## src/rtl/exec_sequencer.sv

```systemverilog
// exec_sequencer -- multicycle fetch/decode/execute control unit.
//
// Fetches 8-bit instructions from a synchronous ROM (data valid the cycle after
// imem_rd), decodes them into op/dest/src fields and issues a one-cycle exec_en
// strobe per non-HALT instruction. Four cycles per instruction:
// FETCH -> WAIT -> DECODE -> EXEC.
//
// Optional feature: define SEQ_SINGLE_STEP_EN to add the `step` input and a
// PAUSE state entered after every EXEC; step=1 in PAUSE resumes with a FETCH.
//
// Ports:
//   clk, reset        rising-edge clock, asynchronous active-high reset
//   start             run request (honoured only in IDLE/HALT)
//   step              (SEQ_SINGLE_STEP_EN only) advance out of PAUSE
//   imem_rd/addr      ROM read strobe and address (address = pc)
//   imem_data         ROM data, captured in WAIT only
//   op_code, dest_addr, src_addr1, src_addr2   decoded IR fields
//   exec_en           one-cycle execute/writeback strobe
//   busy, halted      status (busy in any state except IDLE/HALT)
//   pc                program counter, wraps modulo 2**PC_W
//   instr_count       number of exec_en pulses, saturating

module exec_sequencer #(
   parameter int PC_W  = 4,
   parameter int CNT_W = 8
) (
   input  logic             clk,
   input  logic             reset,
   input  logic             start,
`ifdef SEQ_SINGLE_STEP_EN
   input  logic             step,
`endif
   output logic             imem_rd,
   output logic [PC_W-1:0]  imem_addr,
   input  logic [7:0]       imem_data,
   output logic [1:0]       op_code,
   output logic [1:0]       dest_addr,
   output logic [1:0]       src_addr1,
   output logic [1:0]       src_addr2,
   output logic             exec_en,
   output logic             busy,
   output logic             halted,
   output logic [PC_W-1:0]  pc,
   output logic [CNT_W-1:0] instr_count
);

   typedef enum logic [2:0] {
      S_IDLE,
      S_FETCH,
      S_WAIT,
      S_DECODE,
      S_EXEC,
`ifdef SEQ_SINGLE_STEP_EN
      S_PAUSE,
`endif
      S_HALT
   } state_t;

   localparam logic [1:0] OP_HALT = 2'b11;

   state_t     state, state_nxt;
   logic [7:0] ir;
   logic       ir_ld, pc_inc, pc_clr;

   // state register
   always_ff @(posedge clk or posedge reset) begin
      if (reset) state <= S_IDLE;
      else       state <= state_nxt;
   end

   // next-state and control decode
   always_comb begin
      state_nxt = state;
      imem_rd   = 1'b0;
      exec_en   = 1'b0;
      busy      = 1'b1;
      halted    = 1'b0;
      ir_ld     = 1'b0;
      pc_inc    = 1'b0;
      pc_clr    = 1'b0;
      case (state)
         S_IDLE: begin
            busy = 1'b0;
            if (start) state_nxt = S_FETCH;
         end
         S_FETCH: begin
            imem_rd   = 1'b1;
            state_nxt = S_WAIT;
         end
         S_WAIT: begin
            ir_ld     = 1'b1;
            state_nxt = S_DECODE;
         end
         S_DECODE: begin
            // HALT opcode never reaches EXEC, so it neither strobes nor advances pc
            if (ir[7:6] == OP_HALT) state_nxt = S_HALT;
            else                    state_nxt = S_EXEC;
         end
         S_EXEC: begin
            exec_en = 1'b1;
            pc_inc  = 1'b1;
`ifdef SEQ_SINGLE_STEP_EN
            state_nxt = S_PAUSE;
`else
            state_nxt = S_FETCH;
`endif
         end
`ifdef SEQ_SINGLE_STEP_EN
         S_PAUSE: begin
            // start has no effect here; only step resumes
            if (step) state_nxt = S_FETCH;
         end
`endif
         S_HALT: begin
            busy   = 1'b0;
            halted = 1'b1;
            if (start) begin
               pc_clr    = 1'b1;   // restart from address 0, count is kept
               state_nxt = S_FETCH;
            end
         end
         default: begin
            busy      = 1'b0;
            state_nxt = S_IDLE;
         end
      endcase
   end

   // datapath: IR, pc, retired counter
   always_ff @(posedge clk or posedge reset) begin
      if (reset) begin
         ir          <= '0;
         pc          <= '0;
         instr_count <= '0;
      end else begin
         if (ir_ld) ir <= imem_data;
         if (pc_clr)      pc <= '0;
         else if (pc_inc) pc <= pc + 1'b1;   // natural wrap
         if (pc_inc && (instr_count != {CNT_W{1'b1}}))
            instr_count <= instr_count + 1'b1;
      end
   end

   // IR is loaded on the WAIT->DECODE edge, so the fields change exactly when
   // DECODE begins and hold through EXEC until the next DECODE.
   assign op_code   = ir[7:6];
   assign dest_addr = ir[5:4];
   assign src_addr1 = ir[3:2];
   assign src_addr2 = ir[1:0];
   assign imem_addr = pc;

endmodule
```

## config.mk

```make
export PLATFORM = sky130hd
export DESIGN_NAME = exec_sequencer
export DESIGN_NICKNAME = d
export VERILOG_FILES = /design/src/rtl/exec_sequencer.sv
export SDC_FILE = /design/constraint.sdc
export NUM_CORES = 1
export LEC_CHECK = 0
export CORE_MARGIN = 1
export CORE_UTILIZATION = 50
export CTS_BUF_LIST = sky130_fd_sc_hd__clkbuf_8
export CTS_CLUSTER_SIZE = 24
export DETAILED_ROUTE_END_ITERATION = 6
export GPL_TIMING_DRIVEN = 0
export PLACE_DENSITY_LB_ADDON = 0.15
export SETUP_SLACK_MARGIN = 0.3
export SYNTH_ARGS = -nofsm -noshare
export SYNTH_HDL_FRONTEND = slang
export SYNTH_SLANG_ARGS = --single-unit
```

## constraint.sdc

```tcl
create_clock -name clk -period 4.3 [get_ports clk]
set_input_delay 1.29 -clock clk [delete_from_list [all_inputs] [get_ports clk]]
set_output_delay 1.29 -clock clk [all_outputs]
set_load 0.01 [all_outputs]
```

Word-level counts from Yosys, hierarchy flattened

Cells that the tools add are included.

Bits of input ports: 11
Register bits: 23

Reduce and logical (&&, ||, !) cells: 5
Add/subtract/negate cells: 2
Equality and inequality tests: 8
Multiplexer cells: 12

Operators by type and width:

| kind                                           | number |
|---|---|
| one-hot mux 3 bit (5 select lines)             | 1 |
| adder 8 x 1 -> 8 bit (second input constant)   | 1 |
| two-way mux 1 bit                              | 8 |
| two-way mux 4 bit                              | 2 |
| != test 8 bit (second input constant)          | 1 |
| == test 3 x 2 -> 1 bit (second input constant) | 2 |
| == test 3 bit (second input constant)          | 2 |
| adder 4 x 1 -> 4 bit (second input constant)   | 1 |
| OR reduction 4 bit                             | 1 |
| == test 3 x 1 -> 1 bit (second input constant) | 1 |
| logical NOT 3 bit                              | 1 |
| two-way mux 3 bit                              | 1 |
| == test 2 bit (second input constant)          | 1 |
| != test 2 x 1 -> 1 bit (second input constant) | 1 |
| nonzero test 2 bit                             | 1 |
| OR reduction 2 bit                             | 1 |
| logical AND 1 bit                              | 1 |

Logic depth before layout (Yosys ltp)

Word-level depth: 4
Depth in mapped cells: 6

Worst setup path after synthesis

OpenSTA, ideal clock, no wires.

Path kind: reg-to-output
Start point: reg state[1]
End point: out exec_en
Arrival: 1054 ps
Data required time: 3010 ps
Path buffers: 2
Stages on the path, launching flop included: 5
Path slack: 1956 ps
Cells stage by stage: dfrtp_1 > clkbuf_2 > or3b_1 > buf_6 > clkinv_4

Cells in the longest elaborated chain, start to end: 2

RTL lines:

| item                     | RTL line | RTL |
|---|---|---|
| start: declaration       | 61       | `state_t state, state_nxt;` |
| start signal: assignment | 68       | `else state <= state_nxt;` |
| == test 3 bit            | 81       | `case (state)` |
| two-way mux 1 bit        | 81       |  |
| end: declaration         | 40       | `output logic exec_en,` |

No other way between the ends.

Worst setup path in the final report

Ends and elaborated chain as after synthesis.

==> impl_results.md <==
- Number of standard cells after synthesis: between 100 and 150
- Port Buffers: 38
- Count of endpoints failing setup in the final report: 0
- DR WL met3: 108 um
- Number of rows created at floorplan: 16
- Maximum level of the CTS H-tree: 1
- Setup CP Type: register to output port
- Worst Setup End Kind: output port
- Starting density of the core: 55.52%
- Total nets after synthesis: ~120
- Net Sw Frac: 34.59%
- Final Max Tran Viols: 0
- Syn avg cell area: roughly 11 um^2
- Register-to-register setup slack: 2.58 ns
- Cts repair resizes: 0
- Vias: roughly 930
- Compound-Gate Fraction of Synth Area: 9.617%
- Initial detailed-routing violation count: 16
- Total Routed Length: about 2300 um
- Routed length on met2: 1253 um
- Max-cap viol count: 0
- Clock power frac: 12.4%
- Flop pwr share: 35.3%
- Area added between synthesis and finish: 40.22%
- Hold depth: 1
- Fraction of final layout cells sized beyond drive strength 1: between 10% and 20%
- Final non-filler cell total: about 170
- Fraction of the mapped netlist area in adder cells: 2.186%
- Aggregate negative setup slack: 0 ns
- Portion of the post-synthesis area used by sequential elements: between 50% and 60%
- Gate power share: a little over half
- Core area: between 2000 and 2500 um^2
- Proportion of register bits with asynchronous set or reset after synthesis: 100.0%
- Number of antenna violations at the first check in global routing: 0
- Share of the clock period used by the worst path: 75.08%
- Wire length of the first global-routing pass: 4105 um
- Sum of overflow across all layers after global routing: 0
- Number of flops mapped to enable cells by yosys: 0
- Mux share of post-synthesis cell area: 12.68%
- Filler cell count: between 100 and 150
- Type of the most critical hold path: register to register
- Cell-internal power: ~0.70 mW
- Net switching power: approximately 0.37 mW
- TritonCTS buffer count: 3
- Number of optimization iterations in the first detailed-route pass: 4
- Setup clock skew after layout: ~0.006 ns
- Average via count per standard cell: 5.415
- Cts hold-fix bufs: 0
- Start of the worst register-to-register path: state[1]$_DFFE_PP0P_
- CTS tree: built
- WP data arrival: 1.94 ns
- Yosys Warn Count: 0
- Slew at the pin with the worst max-slew slack: 0.8404 ns
- Area share of and/or/nand/nor cells after synthesis: between 10% and 20%
- Vias in the first global route: ~900
- Clock sink count: 23
- Number of antenna cells inserted: 0
- RSZ-0062 raised after global routing: false
- Die W: 49.85 um
- Flop and latch count out of synthesis: 23
- Number of cell instances on the worst register-to-register path: 5
- Run status: finished, final reports clean
- Root buffer cell: sky130_fd_sc_hd__clkbuf_8
- Post-CTS Setup Inserts: 0
- Number of failing hold endpoints at the final stage: 0
- Hold Crit Endpoint: ir[2]$_DFFE_PP0N_
- Ports: 39
- Area after DPL: roughly 1600 um^2
- Critical path fanouts, max: 10
- Post-route cell area: roughly 1600 um^2
- Placed Cells: about 170
- Maximum vdd drop: 0.4702 mV
- Max clock buf depth: 2
- Max frequency: between 0.3 and 0.4 GHz
- Leakage power summed over all cells: about 0.67 nW
- Element type at the critical path start: register
- Unique cell type count in the Yosys netlist: 34
- Beginning of the worst hold path: ir[2]$_DFFE_PP0N_
- GR Util All Layers: between 20% and 30%
- Detailed-route wire length per cell: about 14 um
- Length of routed wiring on met1: ~950 um
- Headroom to the max-slew limit: 43.91%
- Clock input transition at the sequential cells of the worst setup and hold paths: about 0.080 ns
- DP HPWL: 1714 um
- Die footprint: between 2000 and 2500 um^2
- Data required time of the worst path: roughly 3.0 ns
- Highest layer used for signal routing: met4
- Total Nets Final: 158
- Largest family of logic cells by synthesized area: simple AND/OR/NAND/NOR gates
- Final GP Congestion: 0.7925
- Routed Antenna Nets: 0
- Cell area after technology mapping: around 1100 um^2
- Final critical delay including setup and external delays: about 3.2 ns
- Capture instance of the worst register-to-register path: instr_count[7]$_DFFE_PP0P_
- Synth Area in XOR/XNOR: under 10%
- Synth Flop Type: sky130_fd_sc_hd__dfrtp_1
- Worst skew pair latency: roughly 0.27 ns
- Pin count of the biggest net entering global routing: 24
- Die Ht: 49.85 um
- Number of remaining DRC errors: 0
- PD cells: around 670 nW/um^2
state kept, by name, indices dropped and copies added, names as in the netlist:
signal,cells
imem_addr,4
ir,8
state,3
instr_count,8
layer usage:
metal  global-route usage (%)  up-vias
met1                    27.16      447
met5                        0        -
met2                    38.74       31
met4                    7.143        0
li1                         -      443
met3                    5.247        5
cell type report:
class	count	area, um^2	area share (%)
tap	27	33.78	2.104
timing repair buffer	38	380.4	23.69
clock inverter	1	5.005	0.3118
clock buffer	3	41.29	2.572
buffer	9	65.06	4.053
inverter	5	23.77	1.481
multi-input combinational	65	480.5	29.93
sequential	23	575.6	35.85
cell usage in the layout (no fill, tap or decap), drive strengths merged, types with 3 or more instances in the layout:
cell type / count
a21oi: 7
o21ai: 5
buf: 6
clkbuf: 6
nand4: 3
clkdlybuf4s50: 38
dfrtp: 23
inv: 4
nand3: 4
xnor2: 3
nor2: 4
nand2: 4
mux2: 12
power by group through the flow:
stage | combinational [mW] | clock, mW | sequential [mW]
2_1_floorplan | 0.272 | 0 | 0.403
3_3_place_gp | 0.545 | 0 | 0.375
3_5_place_dp | 0.566 | 0 | 0.382
4_1_cts | 0.569 | 0.136 | 0.379
5_1_grt | 0.604 | 0.145 | 0.393
6_report | 0.562 | 0.133 | 0.379
metrics by stage:
stage	worst slack [ns]	hold WS [ns]	power, mW	utilization, %
after floorplan	1.956	0.5512	0.6753	-
after global placement	1.373	0.4880	0.9199	75.61
after detailed placement	1.370	0.4954	0.9479	75.61
after CTS	1.069	0.5153	1.083	77.85
after global routing	0.9805	0.5210	1.142	77.85
final	1.071	0.5079	1.074	77.85
critical path, stage by stage (launching register included):
cell	delay, ns
sky130_fd_sc_hd__dfrtp_1	0.36
sky130_fd_sc_hd__clkbuf_2	0.15
sky130_fd_sc_hd__or3b_1	0.38
sky130_fd_sc_hd__buf_6	0.16
sky130_fd_sc_hd__clkinv_4	0.09
sky130_fd_sc_hd__clkdlybuf4s50_1	0.54
worst max-delay path by stage:
| stage | start | endpoint | slack, ns |
|---|---|---|---|
| 2_1_floorplan | state[1]$_DFFE_PP0P_ | exec_en | 1.96 |
| 3_3_place_gp | state[1]$_DFFE_PP0P_ | exec_en | 1.37 |
| 3_5_place_dp | state[1]$_DFFE_PP0P_ | exec_en | 1.37 |
| 4_1_cts | state[1]$_DFFE_PP0P_ | exec_en | 1.07 |
| 5_1_grt | state[1]$_DFFE_PP0P_ | exec_en | 0.98 |
| 6_report | state[1]$_DFFE_PP0P_ | exec_en | 1.07 |
kinds of logic after synthesis:
group	Yosys count
fa+ha+maj	2
xor+xnor	3
flops	23
mux	13
simple gates	30
compound gates	17
buf+inv	14
Yosys cell counts, drive strengths merged (2+ instances only):
cell    count  area share [%]
or3         2             1.1
dfrtp      23              50
inv         4             1.3
nand4       3             1.6
nand3       4             1.7
nand2       4             1.3
xnor2       3             2.3
nor2        4             1.3
ha          2             2.2
a21oi       7             3.1
and3        2             1.1
a311oi      2             1.5
nor3b       2             1.7
o21ai       5             2.5
mux2       12              12
clkbuf      3             1.1
buf         6             4.6
nand2b      2             1.1
nor3        2            0.87
Power figures use the tool's default switching activity.
